File: config.mk
export PLATFORM = sky130hd
export DESIGN_NAME = rac_array_flat
export DESIGN_NICKNAME = d
export VERILOG_FILES = /design/src/rtl/rac_array_if.sv /design/src/rtl/rac_array.sv /design/src/flat_wrapper.sv
export SDC_FILE = /design/constraint.sdc
export NUM_CORES = 1
export LEC_CHECK = 0
export BUFFER_PORTS_ARGS = -buffer_cell sky130_fd_sc_hd__buf_2
export CAP_MARGIN = 20
export CORE_MARGIN = 4
export CORE_UTILIZATION = 40
export DETAILED_ROUTE_END_ITERATION = 8
export PLACE_DENSITY = 0.63
export SYNTH_ARGS = -nofsm -noshare
export SYNTH_HDL_FRONTEND = slang
export SYNTH_SLANG_ARGS = --single-unit
File: constraint.sdc
create_clock -name clk -period 2.4 [get_ports clk]
set_input_delay 0 -clock clk [delete_from_list [all_inputs] [get_ports clk]]
set_output_delay 0 -clock clk [all_outputs]
set_load 0.02 [all_outputs]
File: src/rtl/rac_array_if.sv
// Request/response bus of the redundancy address comparator array.
// The master issues fault requests; the slave returns one response strobe per accepted request.
interface rac_array_if #(
  parameter int unsigned ADDR_W  = 10,
  parameter int unsigned BLK_W   = 2,
  parameter int unsigned ENTRIES = 8
);
  localparam int unsigned IDX_W = $clog2(ENTRIES);
  localparam int unsigned CNT_W = $clog2(ENTRIES + 1);

  logic              req_valid;
  logic              req_ready;
  logic [ADDR_W-1:0] req_addr;
  logic [BLK_W-1:0]  req_block;
  logic              req_alloc;
  logic              req_rlss;
  logic              rsp_valid;
  logic              rsp_hit;
  logic [IDX_W-1:0]  rsp_idx;
  logic              rsp_new;
  logic              rsp_ovf;
  logic [CNT_W-1:0]  used_cnt;
  logic              full;

  modport master (
    output req_valid, req_addr, req_block, req_alloc, req_rlss,
    input  req_ready, rsp_valid, rsp_hit, rsp_idx, rsp_new, rsp_ovf, used_cnt, full
  );

  modport slave (
    input  req_valid, req_addr, req_block, req_alloc, req_rlss,
    output req_ready, rsp_valid, rsp_hit, rsp_idx, rsp_new, rsp_ovf, used_cnt, full
  );
endinterface

File: src/rtl/rac_array.sv
// Multi-entry spare-row address comparator: two-stage compare of each fault address
// against all allocated spares, with lowest-free allocation and same-edge bypass.
module rac_array #(
  parameter int unsigned ADDR_W  = 10,
  parameter int unsigned BLK_W   = 2,
  parameter int unsigned ENTRIES = 8
) (
  input  logic        clk,
  input  logic        rst_n,
  input  logic        clr,
  rac_array_if.slave  bus
);
  localparam int unsigned IDX_W = $clog2(ENTRIES);
  localparam int unsigned CNT_W = $clog2(ENTRIES + 1);

  logic [ENTRIES-1:0] ent_v;
  logic [ADDR_W-1:0]  ent_addr [ENTRIES];
  logic [BLK_W-1:0]   ent_blk  [ENTRIES];
  logic [ENTRIES-1:0] ent_rlss;

  logic               ready_q;
  logic               s1_valid;
  logic [ADDR_W-1:0]  s1_addr;
  logic [BLK_W-1:0]   s1_blk;
  logic               s1_alloc;
  logic               s1_rlss;
  logic [ENTRIES-1:0] s1_match;

  logic               rsp_valid_q, rsp_hit_q, rsp_new_q, rsp_ovf_q, full_q;
  logic [IDX_W-1:0]   rsp_idx_q;
  logic [CNT_W-1:0]   cnt_q;

  logic [ENTRIES-1:0] tbl_match;
  logic [ENTRIES-1:0] byp_vec;
  logic               accept, s1_hit, do_alloc, do_ovf, byp;
  logic [IDX_W-1:0]   hit_idx, free_idx, out_idx;
  logic [CNT_W-1:0]   cnt_nxt;

  function automatic logic [IDX_W-1:0] lowest(input logic [ENTRIES-1:0] vec);
    logic found;
    lowest = '0;
    found  = 1'b0;
    for (int i = 0; i < int'(ENTRIES); i++) begin
      if (vec[i] && !found) begin
        lowest = IDX_W'(i);
        found  = 1'b1;
      end
    end
  endfunction

  assign bus.req_ready = ready_q & ~clr;
  assign accept        = bus.req_valid & bus.req_ready;

  // Stage 2 decision; the incoming request also compares against the entry being written now.
  always_comb begin
    tbl_match = '0;
    for (int i = 0; i < int'(ENTRIES); i++) begin
      tbl_match[i] = ent_v[i] && (ent_addr[i] == bus.req_addr) &&
                     (ent_rlss[i] || (ent_blk[i] == bus.req_block));
    end
    s1_hit   = s1_valid & (|s1_match);
    hit_idx  = lowest(s1_match);
    free_idx = lowest(~ent_v);
    do_alloc = s1_valid & s1_alloc & ~s1_hit & ~full_q;
    do_ovf   = s1_valid & s1_alloc & ~s1_hit & full_q;
    byp      = do_alloc && (bus.req_addr == s1_addr) && (s1_rlss || (bus.req_block == s1_blk));
    byp_vec  = byp ? (ENTRIES'(1) << free_idx) : '0;
    out_idx  = s1_hit ? hit_idx : (do_alloc ? free_idx : '0);
    cnt_nxt  = cnt_q + CNT_W'(1);
  end

  always_ff @(posedge clk or negedge rst_n) begin
    if (!rst_n) begin
      ent_v       <= '0;
      ent_rlss    <= '0;
      for (int i = 0; i < int'(ENTRIES); i++) begin
        ent_addr[i] <= '0;
        ent_blk[i]  <= '0;
      end
      ready_q     <= 1'b0;
      s1_valid    <= 1'b0;
      s1_addr     <= '0;
      s1_blk      <= '0;
      s1_alloc    <= 1'b0;
      s1_rlss     <= 1'b0;
      s1_match    <= '0;
      rsp_valid_q <= 1'b0;
      rsp_hit_q   <= 1'b0;
      rsp_new_q   <= 1'b0;
      rsp_ovf_q   <= 1'b0;
      rsp_idx_q   <= '0;
      cnt_q       <= '0;
      full_q      <= 1'b0;
    end else begin
      ready_q <= 1'b1;
      if (clr) begin
        ent_v       <= '0;
        s1_valid    <= 1'b0;
        rsp_valid_q <= 1'b0;
        rsp_hit_q   <= 1'b0;
        rsp_new_q   <= 1'b0;
        rsp_ovf_q   <= 1'b0;
        rsp_idx_q   <= '0;
        cnt_q       <= '0;
        full_q      <= 1'b0;
      end else begin
        s1_valid <= accept;
        if (accept) begin
          s1_addr  <= bus.req_addr;
          s1_blk   <= bus.req_block;
          s1_alloc <= bus.req_alloc;
          s1_rlss  <= bus.req_rlss;
          s1_match <= tbl_match | byp_vec;
        end
        rsp_valid_q <= s1_valid;
        rsp_hit_q   <= s1_hit;
        rsp_new_q   <= do_alloc;
        rsp_ovf_q   <= do_ovf;
        rsp_idx_q   <= out_idx;
        if (do_alloc) begin
          ent_v[free_idx]    <= 1'b1;
          ent_addr[free_idx] <= s1_addr;
          ent_blk[free_idx]  <= s1_blk;
          ent_rlss[free_idx] <= s1_rlss;
          cnt_q              <= cnt_nxt;
          full_q             <= (cnt_nxt == CNT_W'(ENTRIES));
        end
      end
    end
  end

  assign bus.rsp_valid = rsp_valid_q;
  assign bus.rsp_hit   = rsp_hit_q;
  assign bus.rsp_new   = rsp_new_q;
  assign bus.rsp_ovf   = rsp_ovf_q;
  assign bus.rsp_idx   = rsp_idx_q;
  assign bus.used_cnt  = cnt_q;
  assign bus.full      = full_q;
endmodule

File: src/flat_wrapper.sv
// flat-port wrapper written by rule: the top's interface ports become plain ports
module rac_array_flat 
#(
  parameter int unsigned ADDR_W  = 10,
  parameter int unsigned BLK_W   = 2,
  parameter int unsigned ENTRIES = 8
)
  (clk, rst_n, clr, bus_req_valid, bus_req_addr, bus_req_block, bus_req_alloc, bus_req_rlss, bus_req_ready, bus_rsp_valid, bus_rsp_hit, bus_rsp_idx, bus_rsp_new, bus_rsp_ovf, bus_used_cnt, bus_full);
  rac_array_if #(.ADDR_W(ADDR_W), .BLK_W(BLK_W), .ENTRIES(ENTRIES)) bus_i ();
  input  logic clk;
  input  logic rst_n;
  input  logic clr;
  input wire logic [$bits(bus_i.req_valid)-1:0] bus_req_valid;
  input wire logic [$bits(bus_i.req_addr)-1:0] bus_req_addr;
  input wire logic [$bits(bus_i.req_block)-1:0] bus_req_block;
  input wire logic [$bits(bus_i.req_alloc)-1:0] bus_req_alloc;
  input wire logic [$bits(bus_i.req_rlss)-1:0] bus_req_rlss;
  output wire logic [$bits(bus_i.req_ready)-1:0] bus_req_ready;
  output wire logic [$bits(bus_i.rsp_valid)-1:0] bus_rsp_valid;
  output wire logic [$bits(bus_i.rsp_hit)-1:0] bus_rsp_hit;
  output wire logic [$bits(bus_i.rsp_idx)-1:0] bus_rsp_idx;
  output wire logic [$bits(bus_i.rsp_new)-1:0] bus_rsp_new;
  output wire logic [$bits(bus_i.rsp_ovf)-1:0] bus_rsp_ovf;
  output wire logic [$bits(bus_i.used_cnt)-1:0] bus_used_cnt;
  output wire logic [$bits(bus_i.full)-1:0] bus_full;
  assign bus_i.req_valid = bus_req_valid;
  assign bus_i.req_addr = bus_req_addr;
  assign bus_i.req_block = bus_req_block;
  assign bus_i.req_alloc = bus_req_alloc;
  assign bus_i.req_rlss = bus_req_rlss;
  assign bus_req_ready = bus_i.req_ready;
  assign bus_rsp_valid = bus_i.rsp_valid;
  assign bus_rsp_hit = bus_i.rsp_hit;
  assign bus_rsp_idx = bus_i.rsp_idx;
  assign bus_rsp_new = bus_i.rsp_new;
  assign bus_rsp_ovf = bus_i.rsp_ovf;
  assign bus_used_cnt = bus_i.used_cnt;
  assign bus_full = bus_i.full;
  rac_array #(.ADDR_W(ADDR_W), .BLK_W(BLK_W), .ENTRIES(ENTRIES)) u_core (.clk(clk), .rst_n(rst_n), .clr(clr), .bus(bus_i));
endmodule
==> impl_metrics.py, run 1 <==
metrics = {
    "outcome": {
        "status": "finished with violations",
        "violations": "setup timing",
    },
    "synthesis": {
        "ys_ff_latch": 148,
        "seq_area_frac_synth_pct": 51.4,
        "syn_area_mm2": 0.00721,
        "postSynthCellCount": 581,
        "yosys.area.top_type_share_pct": 51.4,
        "yosysMostFrequentCell": "dfrtp_1",
        "avgSynthCellArea_um2": 12.4,
        "synth_cell_type_count": 45,
        "synth-edff-count": 0,
        "ys_warn_count": 0,
        "dominantRegCellSynth": "dfrtp_1",
        "synth_nets": 601,
        "async_reset_ff_share_pct": 100,
        "yosys.area.top_type": "dfrtp_1",
        "ys_top_cells_by_area": "dfrtp_1, mux2_2, xnor2_1, nand4_1, a21oi_1",
        "ys_top_cells_by_count": "dfrtp_1, mux2_2, xnor2_1, clkbuf_1",
    },
    "timing": {
        "fin_skew_ns": 0.00894,
        "finalHoldViolCount": 0,
        "rsz0062_at_grt": "yes",
        "post-route-period-util_pct": 100,
        "setup_violations": 1,
        "finalWorstSetupSlack_ns": -0.00297,
        "max_freq_mhz": 416,
        "finalCriticalPeriod_ns": 2.40,
        "slew_headroom_pct": 49.5,
        "drv_slew": 0,
        "tightest_slew_ns": 0.757,
        "fin_setup_tns_ns": -0.00297,
    },
    "flow_run": {
        "maxCapViolations": 0,
    },
    "grt": {
        "grtUsageMet2_pct": 28.1,
        "grt_usage_pct": 18.2,
        "grt_pass1_wl_mm": 27.7,
        "grt-ovfl-total": 0,
        "grt_pass1_vias": 4908,
        "grt_util_met1_pct": 24.3,
        "antenna_found_initial": 0,
        "top_usage_layer": "met2",
        "grt_util_met3_pct": 4.60,
        "grt_max_degree": 81,
    },
    "power": {
        "ir_worst_vdd_mv": 0.547,
        "p_leak_nw": 3.76,
        "power_density_mw_per_mm2": 698,
    },
    "die": {
        "rows": 48,
        "die_x_um": 142,
        "die_height_um": 142,
        "core_mm2": 0.0175,
        "dieArea_mm2": 0.0202,
        "initial_core_util_pct": 41.3,
        "io_pins": 31,
    },
    "route": {
        "drtIter0Drc": 292,
        "first_pass_iters": 4,
        "routed_wl_mm": 17.4,
        "antenna_left": 0,
        "drc": 0,
        "routedWlPerCell_um": 20.0,
        "via_count": 4652,
        "detail_route.vias_per_cell": 5.35,
    },
    "setup_path": {
        "criticalPathCategory": "flop to flop",
        "crit_required_ns": 2.70,
        "cp.arrival_ns": 2.71,
        "r2r_start": "u_core.s1_match[5]",
        "end_kind": "flop",
        "crit_path_start": "u_core.s1_match[5]",
        "startpoint_type": "flop",
        "critPathMaxFanout": 14,
    },
    "place": {
        "port-buffer-count": 30,
        "routabilityCongestion": 0.888,
        "dpl.cell_count": 835,
        "hpwl_mm": 11.9,
    },
    "cells_and_area": {
        "fin_nets": 654,
        "drive_gt1_share_pct": 35.3,
        "layout.cells.non_filler": 870,
        "diodes": 0,
        "area_delta_synth_final_pct": 17.6,
        "nFillCells": 1559,
    },
    "min_path": {
        "hold_start": "bus_req_block[0]",
        "hp-class": "primary input to flop",
    },
    "cts": {
        "cts_buffers": 17,
        "clock_latency_ns": 0.42,
        "clk_pin_slew_worst_paths_ns": 0.06,
        "htreeDepth": 4,
        "cts_buffer_depth": 2,
        "root_buffer": "clkbuf_16",
        "cts_tree": "yes",
        "clock_sinks": 148,
    },
}
## layout by cell type (no fill, tap or decap), types with 16 or more instances in the layout
| cell type | n |
|---|---|
| a21oi_1 | 20 |
| buf_2 | 29 |
| nand4_1 | 20 |
| mux2_2 | 102 |
| clkbuf_16 | 17 |
| dfrtp_1 | 148 |
| xnor2_1 | 111 |
| mux2_4 | 16 |
| buf_4 | 39 |
| nor2_1 | 18 |
## state kept, by name, indices dropped and copies added (netlist names)
register and flops:
u_core.bus.used_cnt 4, u_core.ent_addr 80, u_core.ready_q 1, u_core.s1_addr 10, u_core.bus.rsp_valid 1, u_core.ent_blk 16
u_core.s1_alloc 1, u_core.bus.rsp_hit 1, u_core.bus.rsp_ovf 1, u_core.ent_v 8, u_core.s1_match 8, u_core.bus.rsp_new 1
u_core.ent_rlss 8, u_core.s1_valid 1, u_core.bus.rsp_idx 3, u_core.s1_rlss 1, u_core.s1_blk 2, u_core.bus.full 1
## per-layer routing
layer  share of wire [%]  routed length [um]
met3                 4.6                 806
met5                   0                   0
met1                  45                7760
met4                 3.1                 539
met2                  48                8330
## timing repair
action | in CTS | in global routing
setup endpoints to repair | 39 | 40
pin swaps | 0 | 1
endpoints found under the hold margin | 90 | 0
resized for setup | 1 | 4
hold buffers | 4 | 0
buffers inserted | 0 | 1
## critical path: stages, from the launching register on
cell and delay (ns):
dfrtp_1 0.38, or4_4 0.55, or4_4 0.60, nor4_4 0.21, buf_12 0.19, mux2_2 0.34
## final timing paths
check | endpoint | slack, ns | cells after the start
worst max register to register | u_core.ent_addr[16] | -0.003 | 5
worst min register to register | u_core.ent_rlss[5] | 0.50 | 1
worst min-delay path | u_core.s1_blk[0] | 0.1 | 2
max in group asynchronous | u_core.s1_addr[6] | 1.40 | 3
min in group asynchronous | u_core.s1_rlss | 0.18 | 2
worst max-delay path | u_core.ent_addr[16] | -0.003 | 5
## layout make-up
cell class	instances	area (um2)	area share (%)
Clock buffer	25	475	5.61
Tap cell	225	282	3.32
Multi-Input combinational cell	381	3300	38.9
Timing Repair Buffer	78	589	6.95
Sequential cell	148	3700	43.7
Inverter	8	30.0	0.354
Clock inverter	5	100	1.18
## power breakdown
part | leakage (nW) | total [mW] | internal, mW | switching, mW
combinational | 1.46 | 0.643 | 0.263 | 0.380
clock | 0.281 | 2.64 | 1.67 | 0.966
sequential | 2.02 | 2.63 | 2.57 | 0.0640
## cells by family (layout without fill, tap and decap cells)
logic type	Yosys count	count (layout)	share of synthesized area, %
flip-flops	148	148	51.4
AND/OR/NAND/NOR	98	98	7.88
AO/OA/AOI/OAI	49	49	4.18
adder cells (fa/ha/maj)	2	2	0.347
XOR/XNOR	112	112	13.6
multiplexers	119	119	18.6
other	1	1	0.0520
buffers and inverters	52	116	4.01
## stage by stage
| stage | utilization (%) | hold slack [ns] | total power [mW] | cell area (um2) | worst slack (ns) |
|---|---|---|---|---|---|
| after floorplan | - | -0.296 | 3.05 | 7280 | -0.196 |
| final | 48.5 | 0.0950 | 5.92 | 8480 | -0.00297 |
| after global placement | 44.8 | 0.0901 | 3.29 | 7840 | -0.0723 |
| after global routing | 48.5 | 0.113 | 6.14 | 8480 | -0.0293 |
| after detailed placement | 44.8 | 0.0954 | 3.31 | 7840 | -0.121 |
| after CTS | 48.4 | 0.0812 | 5.96 | 8450 | 0.00251 |
No activity file was read; power rests on OpenSTA's default activity.
==> run 2, diff against run 1 <==
Settings changed: PLACE_DENSITY 0.63 to not set.
==> run 2 against run 1 <==
Maximum frequency rose by 1.8%. Non-clock buffer count decreased by 3. Largest cell class unchanged. Sequential power is essentially flat. Flip-flop and latch count unchanged. Wire length increased by 2.0%. Power fell by 2.0%. The flow now finishes without violations. Design area decreased by 0.22%. Die area unchanged.
==> impl_metrics.py, run 2 (same netlist as run 1, synthesis figures left out) <==
metrics = {
    "die": {
        "initial_core_util_pct": 41.3,
        "die_x_um": 142,
        "io_pins": 31,
        "dieArea_mm2": 0.0202,
        "die_height_um": 142,
        "core_mm2": 0.0175,
        "rows": 48,
    },
    "cells_and_area": {
        "regMostFlops": "u_core.ent_addr",
        "area_delta_synth_final_pct": 17.4,
        "drive_gt1_share_pct": 35.9,
        "largest_reg_flops": 80,
        "final_common_cell": "dfrtp_1",
        "layout_common_cells": "dfrtp_1, xnor2_1, mux2_2",
        "fin_nets": 651,
        "reg_top3": "u_core.ent_addr (80), u_core.ent_blk (16), u_core.s1_addr (10)",
        "nFillCells": 1563,
    },
    "cts": {
        "cts_tree": "yes",
        "clk_pin_slew_worst_paths_ns": 0.06,
        "root_buffer": "clkbuf_16",
        "clock_latency_ns": 0.43,
        "htreeDepth": 4,
        "cts_buffers": 17,
        "cts_buffer_depth": 2,
        "clock_sinks": 148,
    },
    "grt": {
        "grt-ovfl-total": 0,
        "grtUsageMet2_pct": 30.3,
        "grt_util_met1_pct": 25.0,
        "grt_pass1_wl_mm": 28.0,
        "grt_pass1_vias": 4785,
        "grt_usage_pct": 18.5,
        "top_usage_layer": "met2",
        "grt_max_degree": 65,
        "grt_util_met3_pct": 3.49,
        "antenna_found_initial": 0,
    },
    "timing": {
        "post-route-period-util_pct": 98.4,
        "finalCriticalPeriod_ns": 2.36,
        "finalWorstSetupSlack_ns": 0.0392,
        "finalHoldViolCount": 0,
        "tightest_slew_ns": 0.694,
        "drv_slew": 0,
        "setup_violations": 0,
        "rsz0062_at_grt": "yes",
        "fin_skew_ns": 0.0111,
        "hold_ws_ns": 0.102,
        "slew_headroom_pct": 53.3,
        "max_freq_mhz": 424,
    },
    "place": {
        "dpl_worst_slack_ns": -0.108,
        "hpwl_mm": 12.1,
        "routabilityCongestion": 0.869,
        "port-buffer-count": 30,
    },
    "power": {
        "p_leak_nw": 3.74,
        "power_density_mw_per_mm2": 685,
        "ir_worst_vdd_mv": 0.489,
    },
    "route": {
        "drtIter0Drc": 231,
        "detail_route.vias_per_cell": 5.30,
        "antenna_left": 0,
        "routedWlPerCell_um": 20.4,
        "first_pass_iters": 5,
        "drc": 0,
        "routed_wl_mm": 17.8,
        "via_count": 4609,
    },
    "setup_path": {
        "critPathTopFamily": "simple AND/OR/NAND/NOR gates",
        "crit_top_cell": "or4_4",
        "crit_required_ns": 2.72,
        "end_kind": "flop",
        "critical_path_buf_inv_count": 1,
        "reg2reg_setup_slack_ns": 0.04,
        "cp.arrival_ns": 2.68,
        "max_stage_delay_ns": 0.60,
        "criticalPathCategory": "flop to flop",
        "critPathMaxFanout": 14,
        "crit_chain": "or4_4, or4_4, nor4_4, buf_12, mux2_2",
        "startpoint_type": "flop",
        "crit_slowest_cell": "or4_4",
    },
    "flow_run": {
        "maxCapViolations": 0,
    },
    "outcome": {
        "status": "finished clean",
    },
    "min_path": {
        "hp-class": "primary input to flop",
    },
}
==> run 2: cell types whose count changed in the layout (fill, tap and decap cells not counted), sizes merged <==
cell and change:
clkinvlp +2, bufinv -2, buf -3, clkinv +4
diode +1, clkbuf -2
==> run 2: final cells by class <==
| type | count | area [um2] | share of cell area [%] |
|---|---|---|---|
| antenna | 1 | 2.50 | 0.0296 |
| clock inverter | 9 | 78.8 | 0.931 |
| timing repair buffer | 75 | 567 | 6.70 |
| clock buffer | 23 | 478 | 5.65 |
| sequential | 148 | 3700 | 43.8 |
| tap | 225 | 282 | 3.33 |
| inverter | 8 | 30.0 | 0.355 |
| multi-input combinational | 381 | 3320 | 39.3 |
==> run 2: routing by layer <==
metal,wire [um],vias up
met1,8340,2394
met3,647,16
met4,218,0
li1,-,2116
met5,0,-
met2,8580,83
==> run 2: final timing paths <==
check	cells past startpoint	startpoint	to
worst min-delay path	2	bus_req_block[0]	u_core.s1_blk[0]
worst max-delay path	5	u_core.s1_match[1]	u_core.ent_blk[2]
worst max register to register	5	u_core.s1_match[1]	u_core.ent_blk[2]
max in group asynchronous	3	rst_n	u_core.ent_addr[78]
worst min register to register	1	u_core.ent_rlss[1]	u_core.ent_rlss[1]
min in group asynchronous	2	rst_n	u_core.ent_blk[7]
==> run 2: what timing repair did <==
action | CTS | global route
hold buffers | 4 | 0
hold endpoints to repair | 74 | 0
buffers inserted | 0 | 1
resized for setup | 1 | 9
endpoints found under the setup margin | 39 | 74
==> run 2: stage by stage <==
stage	total power, mW	setup TNS, ns	cells	util, %	cell area (um2)
after floorplan	3.05	-4.28	581	-	7280
after CTS	5.84	0	868	48.1	8410
after detailed placement	3.31	-2.59	832	44.7	7810
after global placement	3.30	-2.16	832	44.7	7810
final	5.80	0	870	48.4	8460
after global routing	6.02	-0.0920	869	48.4	8460
==> run 2: power breakdown <==
group,switching (mW),internal [mW]
combinational,0.363,0.251
sequential,0.0926,2.57
clock,1.03,1.50
==> run 3, diff against run 2 <==
Settings changed: ABC_AREA set to 1.
==> run 3 against run 2 <==
Power up 1.3%. First-iteration DRC count up 86%. Flip-flop and latch count unchanged. Hold slack worse by 0.073 ns. Utilization down 1.8 points. Critical endpoint is now u_core.ent_addr[79].
==> impl_metrics.py, run 3 <==
metrics = {
    "synthesis": {
        "synth-edff-count": 0,
        "ys_ff_latch": 148,
        "avgSynthCellArea_um2": 7.76,
        "seq_area_frac_synth_pct": 50.3,
        "postSynthCellCount": 950,
        "yosys.area.top_type": "dfrtp_1",
        "yosys.area.top_type_share_pct": 50.3,
        "synth_cell_type_count": 31,
        "ys_warn_count": 0,
        "synth_nets": 970,
        "yosysMostFrequentCell": "nand2_1",
        "ys_top_cells_by_count": "nand2_1, dfrtp_1, o21ai_0, inv_1, nor2_1",
        "async_reset_ff_share_pct": 100,
        "ys_top_cells_by_area": "dfrtp_1, nand2_1, o21ai_0, inv_1, nor2_1",
        "syn_area_mm2": 0.00737,
        "dominantRegCellSynth": "dfrtp_1",
    },
    "setup_path": {
        "criticalPathCategory": "flop to flop",
        "critPathMaxFanout": 18,
        "cp.arrival_ns": 2.36,
        "end_kind": "flop",
        "crit_required_ns": 2.72,
        "startpoint_type": "flop",
    },
    "route": {
        "drc": 0,
        "via_count": 6166,
        "antenna_left": 0,
        "routed_wl_mm": 20.5,
        "routedWlPerCell_um": 16.7,
        "detail_route.vias_per_cell": 5.03,
        "drtIter0Drc": 430,
        "first_pass_iters": 5,
    },
    "cts": {
        "cts_buffer_depth": 2,
        "clock_sinks": 148,
        "clk_pin_slew_worst_paths_ns": 0.06,
        "cts_tree": "yes",
        "clock_latency_ns": 0.43,
        "cts_resized": 0,
        "hold_buffers": 4,
        "cts_setup_buffers": 0,
        "htreeDepth": 4,
        "root_buffer": "clkbuf_16",
        "cts_buffers": 17,
    },
    "timing": {
        "rsz0062_at_grt": "no",
        "hold_ws_ns": 0.0292,
        "post-route-period-util_pct": 85.0,
        "drv_slew": 0,
        "finalWorstSetupSlack_ns": 0.359,
        "tightest_slew_ns": 0.611,
        "fin_setup_tns_ns": 0,
        "finalCriticalPeriod_ns": 2.04,
        "setup_violations": 0,
        "fin_skew_ns": 0.00558,
        "finalHoldViolCount": 0,
        "max_freq_mhz": 490,
        "slew_headroom_pct": 59.3,
    },
    "cells_and_area": {
        "final_core_util_pct": 46.6,
        "diodes": 0,
        "regMostFlops": "u_core.ent_addr",
        "seqCellArea_mm2": 0.00370,
        "final_area_mm2": 0.00840,
        "fin_nets": 1003,
        "multi_input_comb_area_mm2": 0.00314,
        "reg_top3": "u_core.ent_addr (80), u_core.ent_blk (16), u_core.s1_addr (10)",
        "area_delta_synth_final_pct": 14.0,
        "drive_gt1_share_pct": 11.1,
        "final_common_cell": "nand2_1",
        "nFillCells": 1830,
        "layout.cells.non_filler": 1225,
        "layout_common_cells": "nand2_1, dfrtp_1, o21ai_0",
        "largest_reg_flops": 80,
    },
    "place": {
        "port-buffer-count": 30,
        "dpl_worst_slack_ns": 0.368,
        "hpwl_mm": 14.2,
        "dpl.cell_count": 1189,
        "place_area_mm2": 0.00776,
        "routabilityCongestion": 0.832,
    },
    "grt": {
        "grt_max_degree": 65,
        "grt-ovfl-total": 0,
        "grt_pass1_vias": 5837,
        "grt_pass1_wl_mm": 32.9,
        "grt_usage_pct": 21.0,
        "antenna_found_initial": 0,
    },
    "die": {
        "rows": 49,
        "die_height_um": 144,
        "io_pins": 31,
        "initial_core_util_pct": 40.9,
        "die_x_um": 144,
        "core_mm2": 0.0180,
        "dieArea_mm2": 0.0207,
    },
    "power": {
        "ir_worst_vdd_mv": 0.453,
        "p_total_mw": 5.88,
        "p_leak_nw": 4.06,
        "power_density_mw_per_mm2": 699,
    },
    "outcome": {
        "status": "finished clean",
    },
    "min_path": {
        "hp-class": "primary input to flop",
    },
    "flow_run": {
        "maxCapViolations": 0,
    },
}
==> run 3: cell types whose count changed after synthesis, moves of 9 or more <==
| cell | before | now |
|---|---|---|
| nand2_1 | 15 | 313 |
| o21ai_0 | 7 | 146 |
| mux2_2 | 118 | 0 |
| xnor2_1 | 111 | 23 |
| inv_1 | 8 | 87 |
| nor2_1 | 18 | 76 |
| a21oi_1 | 20 | 31 |
| nor4_1 | 11 | 1 |
| or2_2 | 0 | 10 |
| buf_2 | 3 | 12 |
| nand3_1 | 10 | 19 |
==> run 3: final cells by class <==
cell class | count | share of cell area (%)
clock buffers | 21 | 5.60
clock inverters | 11 | 1.52
inverters | 90 | 4.02
multi-input cells | 675 | 37.4
flip-flops and latches | 148 | 44.1
well taps | 229 | 3.41
repair buffers | 51 | 4.01
==> run 3: final timing paths <==
| check | cells after the start | slack (ns) | end | start |
|---|---|---|---|---|
| worst min register to register | 2 | 0.47 | u_core.ent_addr[75] | u_core.ent_addr[75] |
| max in group asynchronous | 3 | 1.54 | u_core.ent_addr[64] | rst_n |
| min in group asynchronous | 2 | 0.12 | u_core.ent_blk[3] | rst_n |
| worst max-delay path | 9 | 0.36 | u_core.ent_addr[79] | u_core.s1_match[1] |
| worst min-delay path | 3 | 0.03 | u_core.s1_blk[0] | bus_req_block[0] |
| worst max register to register | 9 | 0.36 | u_core.ent_addr[79] | u_core.s1_match[1] |
==> run 3: logic make-up (layout without fill, tap and decap cells) <==
family                     count (synthesis)  in the layout  synth area share (%)
xor gates and xnor gates                  26             26                  3.09
other                                      1              1                0.0509
DFF                                      148            148                  50.3
AOI/OAI and AO/OA                        198            198                  14.1
adders and majority gates                  2              2                 0.340
and+or+nand+nor                          448            448                  25.0
buffers and inverters                    127            173                  7.13
==> run 3: per-layer routing <==
layer	wire (um)	GRT usage [%]	part of all wire (%)
met1	10000	31.0	49
met2	9090	31.2	44
met3	1000	4.03	4.9
met4	379	6.19	1.9
met5	0	0	0
==> run 3: power breakdown <==
| part | internal [mW] | total [mW] | switching [mW] |
|---|---|---|---|
| combinational | 0.152 | 0.552 | 0.400 |
| sequential | 2.56 | 2.62 | 0.0618 |
| clock | 1.62 | 2.70 | 1.09 |
| total | 4.33 | 5.88 | 1.55 |
==> run 3: worst max-delay path, stage by stage (launching register included) <==
cell and delay [ns]:
dfrtp_1 0.40, nor2_2 0.17, nand3_2 0.12, nor2_2 0.19
nand3b_4 0.16, nor2_8 0.21, buf_4 0.28, nand2_2 0.22
nand2_1 0.13, nand2_1 0.05
